[src/rtl/ysyx_22040127_lsu.sv]
// Load/store unit pipeline stage.
// Holds one instruction at a time. Memory ops issue a single aligned request
// and, for loads, wait for one response. Non-memory ops and misaligned ops go
// straight to DONE. A flush either aborts the op or, if a load request has
// already been accepted by memory, drains its response before going idle.
module ysyx_22040127_lsu #(
  parameter int XLEN   = 64,
  parameter int ADDR_W = 32,
  parameter int RD_W   = 5
) (
  input  logic                clk,
  input  logic                rst,
  // upstream
  input  logic                in_valid,
  output logic                in_allowin,
  input  logic                in_memread,
  input  logic                in_memwrite,
  input  logic [2:0]          in_memop,
  input  logic [ADDR_W-1:0]   in_addr,
  input  logic [XLEN-1:0]     in_wdata,
  input  logic [XLEN-1:0]     in_result,
  input  logic [RD_W-1:0]     in_rd,
  // downstream
  output logic                out_valid,
  input  logic                out_ready,
  output logic [XLEN-1:0]     out_data,
  output logic [RD_W-1:0]     out_rd,
  output logic                out_misalign,
  // pipeline kill
  input  logic                flush,
  // memory request
  output logic                req_valid,
  input  logic                req_ready,
  output logic                req_we,
  output logic [ADDR_W-1:0]   req_addr,
  output logic [XLEN-1:0]     req_wdata,
  output logic [XLEN/8-1:0]   req_wstrb,
  // memory response
  input  logic                rsp_valid,
  input  logic [XLEN-1:0]     rsp_data
);

  localparam int STRB_W = XLEN / 8;
  localparam int OFF_W  = $clog2(STRB_W);

  typedef enum logic [2:0] {
    S_IDLE  = 3'd0,
    S_REQ   = 3'd1,
    S_WAIT  = 3'd2,
    S_DONE  = 3'd3,
    S_DRAIN = 3'd4
  } state_t;

  // Access size in bytes; doubleword ops collapse to word on a 32-bit datapath.
  function automatic logic [3:0] op_size(input logic [2:0] op);
    logic [3:0] s;
    case (op[1:0])
      2'b00:   s = 4'd1;
      2'b01:   s = 4'd2;
      2'b10:   s = 4'd4;
      default: s = (XLEN == 64) ? 4'd8 : 4'd4;
    endcase
    return s;
  endfunction

  state_t              state_q, state_d;
  logic                memread_q, memread_d;
  logic                memwrite_q, memwrite_d;
  logic [2:0]          memop_q, memop_d;
  logic [ADDR_W-1:0]   addr_q, addr_d;
  logic [XLEN-1:0]     wdata_q, wdata_d;
  logic [XLEN-1:0]     data_q, data_d;
  logic [RD_W-1:0]     rd_q, rd_d;
  logic                misalign_q, misalign_d;

  // Alignment check on the incoming op, so misaligned ops never reach REQ.
  logic [3:0]          in_size;
  logic [OFF_W-1:0]    in_off;
  logic [OFF_W-1:0]    in_align_mask;
  logic                in_is_mem;
  logic                in_misalign;

  assign in_size       = op_size(in_memop);
  assign in_off        = in_addr[OFF_W-1:0];
  assign in_align_mask = OFF_W'(in_size - 4'd1);
  assign in_is_mem     = in_memread | in_memwrite;
  assign in_misalign   = in_is_mem && ((in_off & in_align_mask) != '0);

  // Lane placement for the captured op: strobe, bit mask and byte shift.
  logic [3:0]          cur_size;
  logic [OFF_W-1:0]    cur_off;
  logic [OFF_W+2:0]    byte_shift;
  logic [STRB_W-1:0]   base_strb;
  logic [XLEN-1:0]     lane_mask;

  assign cur_size   = op_size(memop_q);
  assign cur_off    = addr_q[OFF_W-1:0];
  assign byte_shift = {cur_off, 3'b000};
  assign base_strb  = STRB_W'((16'd1 << cur_size) - 16'd1);

  genvar gi;
  generate
    for (gi = 0; gi < STRB_W; gi++) begin : g_lane_mask
      assign lane_mask[gi*8 +: 8] = {8{base_strb[gi]}};
    end
  endgenerate

  // Load result: shift the addressed bytes down, then sign- or zero-extend.
  logic [XLEN-1:0]     ld_shifted;
  logic                ld_sign_bit;
  logic [XLEN-1:0]     ld_value;

  assign ld_shifted = rsp_data >> byte_shift;

  // Pick the sign bit of the loaded field.
  always_comb begin
    ld_sign_bit = 1'b0;
    case (cur_size)
      4'd1:    ld_sign_bit = ld_shifted[7];
      4'd2:    ld_sign_bit = ld_shifted[15];
      4'd4:    ld_sign_bit = ld_shifted[31];
      default: ld_sign_bit = ld_shifted[XLEN-1];
    endcase
  end

  assign ld_value = (ld_shifted & lane_mask) |
                    ((!memop_q[2] && ld_sign_bit) ? ~lane_mask : '0);

  // Handshake outputs. A flush blocks acceptance in the same cycle.
  assign in_allowin   = !flush && ((state_q == S_IDLE) ||
                                   ((state_q == S_DONE) && out_ready));
  assign out_valid    = (state_q == S_DONE);
  assign out_data     = data_q;
  assign out_rd       = rd_q;
  assign out_misalign = misalign_q;

  assign req_valid    = (state_q == S_REQ);
  assign req_we       = (state_q == S_REQ) && memwrite_q;
  assign req_addr     = {addr_q[ADDR_W-1:OFF_W], {OFF_W{1'b0}}};
  assign req_wdata    = (wdata_q & lane_mask) << byte_shift;
  assign req_wstrb    = ((state_q == S_REQ) && memwrite_q) ? (base_strb << cur_off) : '0;

  // Next-state and capture logic.
  always_comb begin
    logic capture;
    capture    = 1'b0;
    state_d    = state_q;
    memread_d  = memread_q;
    memwrite_d = memwrite_q;
    memop_d    = memop_q;
    addr_d     = addr_q;
    wdata_d    = wdata_q;
    data_d     = data_q;
    rd_d       = rd_q;
    misalign_d = misalign_q;

    case (state_q)
      S_IDLE: begin
        if (in_valid && in_allowin) capture = 1'b1;
      end
      S_REQ: begin
        if (flush) begin
          // An accepted load still owes a response; a store is finished.
          state_d = (req_ready && !memwrite_q) ? S_DRAIN : S_IDLE;
        end else if (req_ready) begin
          state_d = memwrite_q ? S_DONE : S_WAIT;
        end
      end
      S_WAIT: begin
        if (rsp_valid) begin
          if (flush) begin
            state_d = S_IDLE;
          end else begin
            state_d = S_DONE;
            data_d  = ld_value;
          end
        end else if (flush) begin
          state_d = S_DRAIN;
        end
      end
      S_DONE: begin
        if (flush) begin
          state_d = S_IDLE;
        end else if (out_ready) begin
          state_d = S_IDLE;
          if (in_valid && in_allowin) capture = 1'b1;
        end
      end
      S_DRAIN: begin
        if (rsp_valid) state_d = S_IDLE;
      end
      default: state_d = S_IDLE;
    endcase

    if (capture) begin
      memread_d  = in_memread;
      memwrite_d = in_memwrite;
      memop_d    = in_memop;
      addr_d     = in_addr;
      wdata_d    = in_wdata;
      rd_d       = in_rd;
      misalign_d = in_misalign;
      data_d     = in_misalign ? '0 : in_result;
      state_d    = (in_is_mem && !in_misalign) ? S_REQ : S_DONE;
    end
  end

  // State and payload registers.
  always_ff @(posedge clk) begin
    if (rst) begin
      state_q    <= S_IDLE;
      memread_q  <= 1'b0;
      memwrite_q <= 1'b0;
      memop_q    <= 3'b000;
      addr_q     <= '0;
      wdata_q    <= '0;
      data_q     <= '0;
      rd_q       <= '0;
      misalign_q <= 1'b0;
    end else begin
      state_q    <= state_d;
      memread_q  <= memread_d;
      memwrite_q <= memwrite_d;
      memop_q    <= memop_d;
      addr_q     <= addr_d;
      wdata_q    <= wdata_d;
      data_q     <= data_d;
      rd_q       <= rd_d;
      misalign_q <= misalign_d;
    end
  end

endmodule

[config.mk]
export PLATFORM = sky130hd
export DESIGN_NAME = ysyx_22040127_lsu
export DESIGN_NICKNAME = d
export VERILOG_FILES = /design/src/rtl/ysyx_22040127_lsu.sv
export SDC_FILE = /design/constraint.sdc
export NUM_CORES = 1
export LEC_CHECK = 0
export BUFFER_PORTS_ARGS = -buffer_cell sky130_fd_sc_hd__buf_2
export CORE_AREA = 2 2 163 165
export DETAILED_ROUTE_END_ITERATION = 10
export DIE_AREA = 0 0 165 167
export PLACE_DENSITY = 0.71
export SETUP_SLACK_MARGIN = 0.1
export SYNTH_ARGS = -nofsm -noshare
export SYNTH_HDL_FRONTEND = slang
export SYNTH_SLANG_ARGS = --single-unit
export TNS_END_PERCENT = 10
[constraint.sdc]
create_clock -name clk -period 3.9 [get_ports clk]
set_input_delay 0.975 -clock clk [delete_from_list [all_inputs] [get_ports clk]]
set_output_delay 0.975 -clock clk [all_outputs]
set_load 0.005 [all_outputs]
==> reports/metrics.csv <==
metric,value,unit
status,"complete, no violations",
ctsRootBufferMaster,clkbuf_16,
syn_avg_cell_area,7.95,um2
vias,12100,
io_pins,419,
drc,0,
finalSetupViolations,0,
place_ws,0.806,ns
power_density,388,nW/um2
worstPathMaxFanout,9,
wl,45600,um
maxSlewHeadroom,0.155,
core.rowCount,59,
grt_util_met3,0.0563,
die_area,27600,um2
ys_types,61,
grtUsageMet2,0.538,
pwr-share-comb,0.257,
grt_overflow,0,
ys.flop_type,dfxtp_1,
peakVddDrop,210,uV
hold_path.class,flip-flop to flip-flop,
clockPowerShare,0.357,
synth-async-reset-ratio,0,
p_sw_frac,0.352,
drtIter0Drc,1433,
path_class,flip-flop to output port,
nNetsFinal,1913,
p_seq_frac,0.387,
cts_hold_buf,0,
synthesis.area,10900,um2
end_kind,output port,
min_period,3.57,ns
path_buf_inv,1,
skew,0.0146,ns
clock.fmax,280,MHz
grt_max_degree,157,
crit_family,compound AO/OA/AOI/OAI gates,
drive_gt1_frac,0.347,
numCtsBuffers,17,
grtUsageTotal,0.317,
critical_path.cell_chain,nor3b_1 -> nand2_1 -> a2111oi_0 -> buf_2,
tightestPinTransition,1.26,ns
setup_tns,0,ns
io_buffers,415,
arrival,2.60,ns
p_sw,1.85,mW
period_share,0.916,
cts_setup_buffers,0,
avgRoutedWirePerCell,22.5,um
gp_congestion,1.01,
use_met1,0.387,
grt_setup_unrepaired,false,
cpMaxStageDelayCell,a2111oi_0,
leakage,5.68,nW
cts_buffer_depth,2,
cts_tree,yes,
insertion_delay,0.44,ns
finalHoldViolations,0,
antenna_found_initial,4,
htree_levels,4,
postRouteAntennaNets,0,
slew_violations,0,
initial_core_util,0.422,
area_growth,24.7,%
fp.dieH,167,um
ys_seq_elements,173,
hpwl,33400,um
setup_ws,0.326,ns
p_int,3.41,mW
synth_edf_count,0,
firstDrtPassIters,5,
core_area,25800,um2
dpl.cell_count,1988,
cap_violations,0,
die_x,165,um
required,2.92,ns
clock_sinks,173,
grt_pass1_vias,11400,
ys_seq_area_frac,0.318,
via_per_inst,5.98,
path_clk_slew,0.08,ns
startpoint_type,flip-flop,
grt-busiest-layer,met2,
final_cells,2025,
cp_slowest_stage_delay,0.74,ns
synthCells,1368,
ys_warn_count,0,
postCtsResizedCells,0,
grt_pass1_wl,66700,um
==> stage by stage <==
step / power, mW / cell area (um2) / hold slack [ns] / utilization
floorplan: 2.87 / 10900 / 0.434 / -
global placement: 3.38 / 12900 / 0.438 / 0.501
detailed placement: 3.40 / 12900 / 0.443 / 0.501
CTS: 5.27 / 13600 / 0.454 / 0.526
global route: 5.48 / 13600 / 0.476 / 0.526
finish: 5.26 / 13600 / 0.454 / 0.526
==> registers in the layout (all words and copies together) (netlist names) <==
register,flops
out_data,64
addr_q,32
state_q,3
wdata_q,64
out_misalign,1
memwrite_q,1
out_rd,5
memop_q,3
==> worst reg2reg max path: stages, from the launching register on <==
cell,delay [ns]
dfxtp_4,0.68
buf_4,0.72
mux4_2,0.62
mux2i_1,0.34
o32ai_1,0.17
nor4_1,0.22
nor2_1,0.08
==> final timing paths <==
| kind | depth (start not counted) | to | startpoint | slack, ns |
|---|---|---|---|---|
| worst min register to register | 2 | out_rd[2] | out_rd[2] | 0.45 |
| worst min-delay path | 2 | out_rd[2] | out_rd[2] | 0.45 |
| worst max register to register | 6 | out_data[29] | addr_q[0] | 0.97 |
| worst max-delay path | 4 | req_wstrb[2] | state_q[0] | 0.33 |
==> power by group through the flow <==
| stage | clock, mW | sequential, mW | combinational (mW) |
|---|---|---|---|
| after floorplan | 0 | 2.03 | 0.838 |
| after global placement | 0 | 2.07 | 1.32 |
| after detailed placement | 0 | 2.07 | 1.33 |
| after CTS | 1.90 | 2.03 | 1.34 |
| after global routing | 1.97 | 2.05 | 1.46 |
| final | 1.88 | 2.03 | 1.35 |
==> cell usage after synthesis (30+ instances only) <==
cell	number	area (um2)
clkbuf_1	69	259
mux4_2	30	676
buf_4	36	270
a22oi_1	46	345
nand2_1	258	968
mux2i_1	54	541
nor2_1	114	428
mux2_2	43	484
dfxtp_1	173	3460
a21oi_1	159	796
a211oi_1	33	248
buf_2	40	200
a221oi_1	33	289
==> per-layer routing <==
layer  wire length, um  up-vias
li1                  -     5549
met1             17200     5716
met2             22400      741
met3              4020       98
met4              1910        0
met5                 0        -
==> cells by family after synthesis <==
kind of cell,synth area share
AOI/OAI and AO/OA,0.246
buffers and inverters,0.0864
DFF,0.318
muxes,0.156
other,0.000345
and+or+nand+nor,0.193
==> layout by cell type, fill, tap and decap left out, types with 14 or more instances in the layout <==
master,n
clkbuf_16,17
o21ai_0,15
nor4_1,18
nand2_1,257
a21oi_1,159
nor2b_1,14
nor3_1,23
nor2_1,114
o22ai_1,19
mux2i_1,54
dfxtp_1,170
a22oi_1,46
buf_2,414
a311oi_1,14
mux4_2,30
buf_4,26
mux2_2,43
o221ai_1,16
inv_1,27
a221oi_1,33
a211oi_1,32
==> area by class of cell <==
class / instances / area (um2)
antenna: 5 / 12.5
clock buffer: 17 / 425
clock inverter: 15 / 206
fill: 2537 / 12200
inverter: 29 / 109
multi-input combinational: 1004 / 6510
sequential: 173 / 3470
tap: 335 / 419
timing repair buffer: 447 / 2410
(Power assumes the default switching activity.)
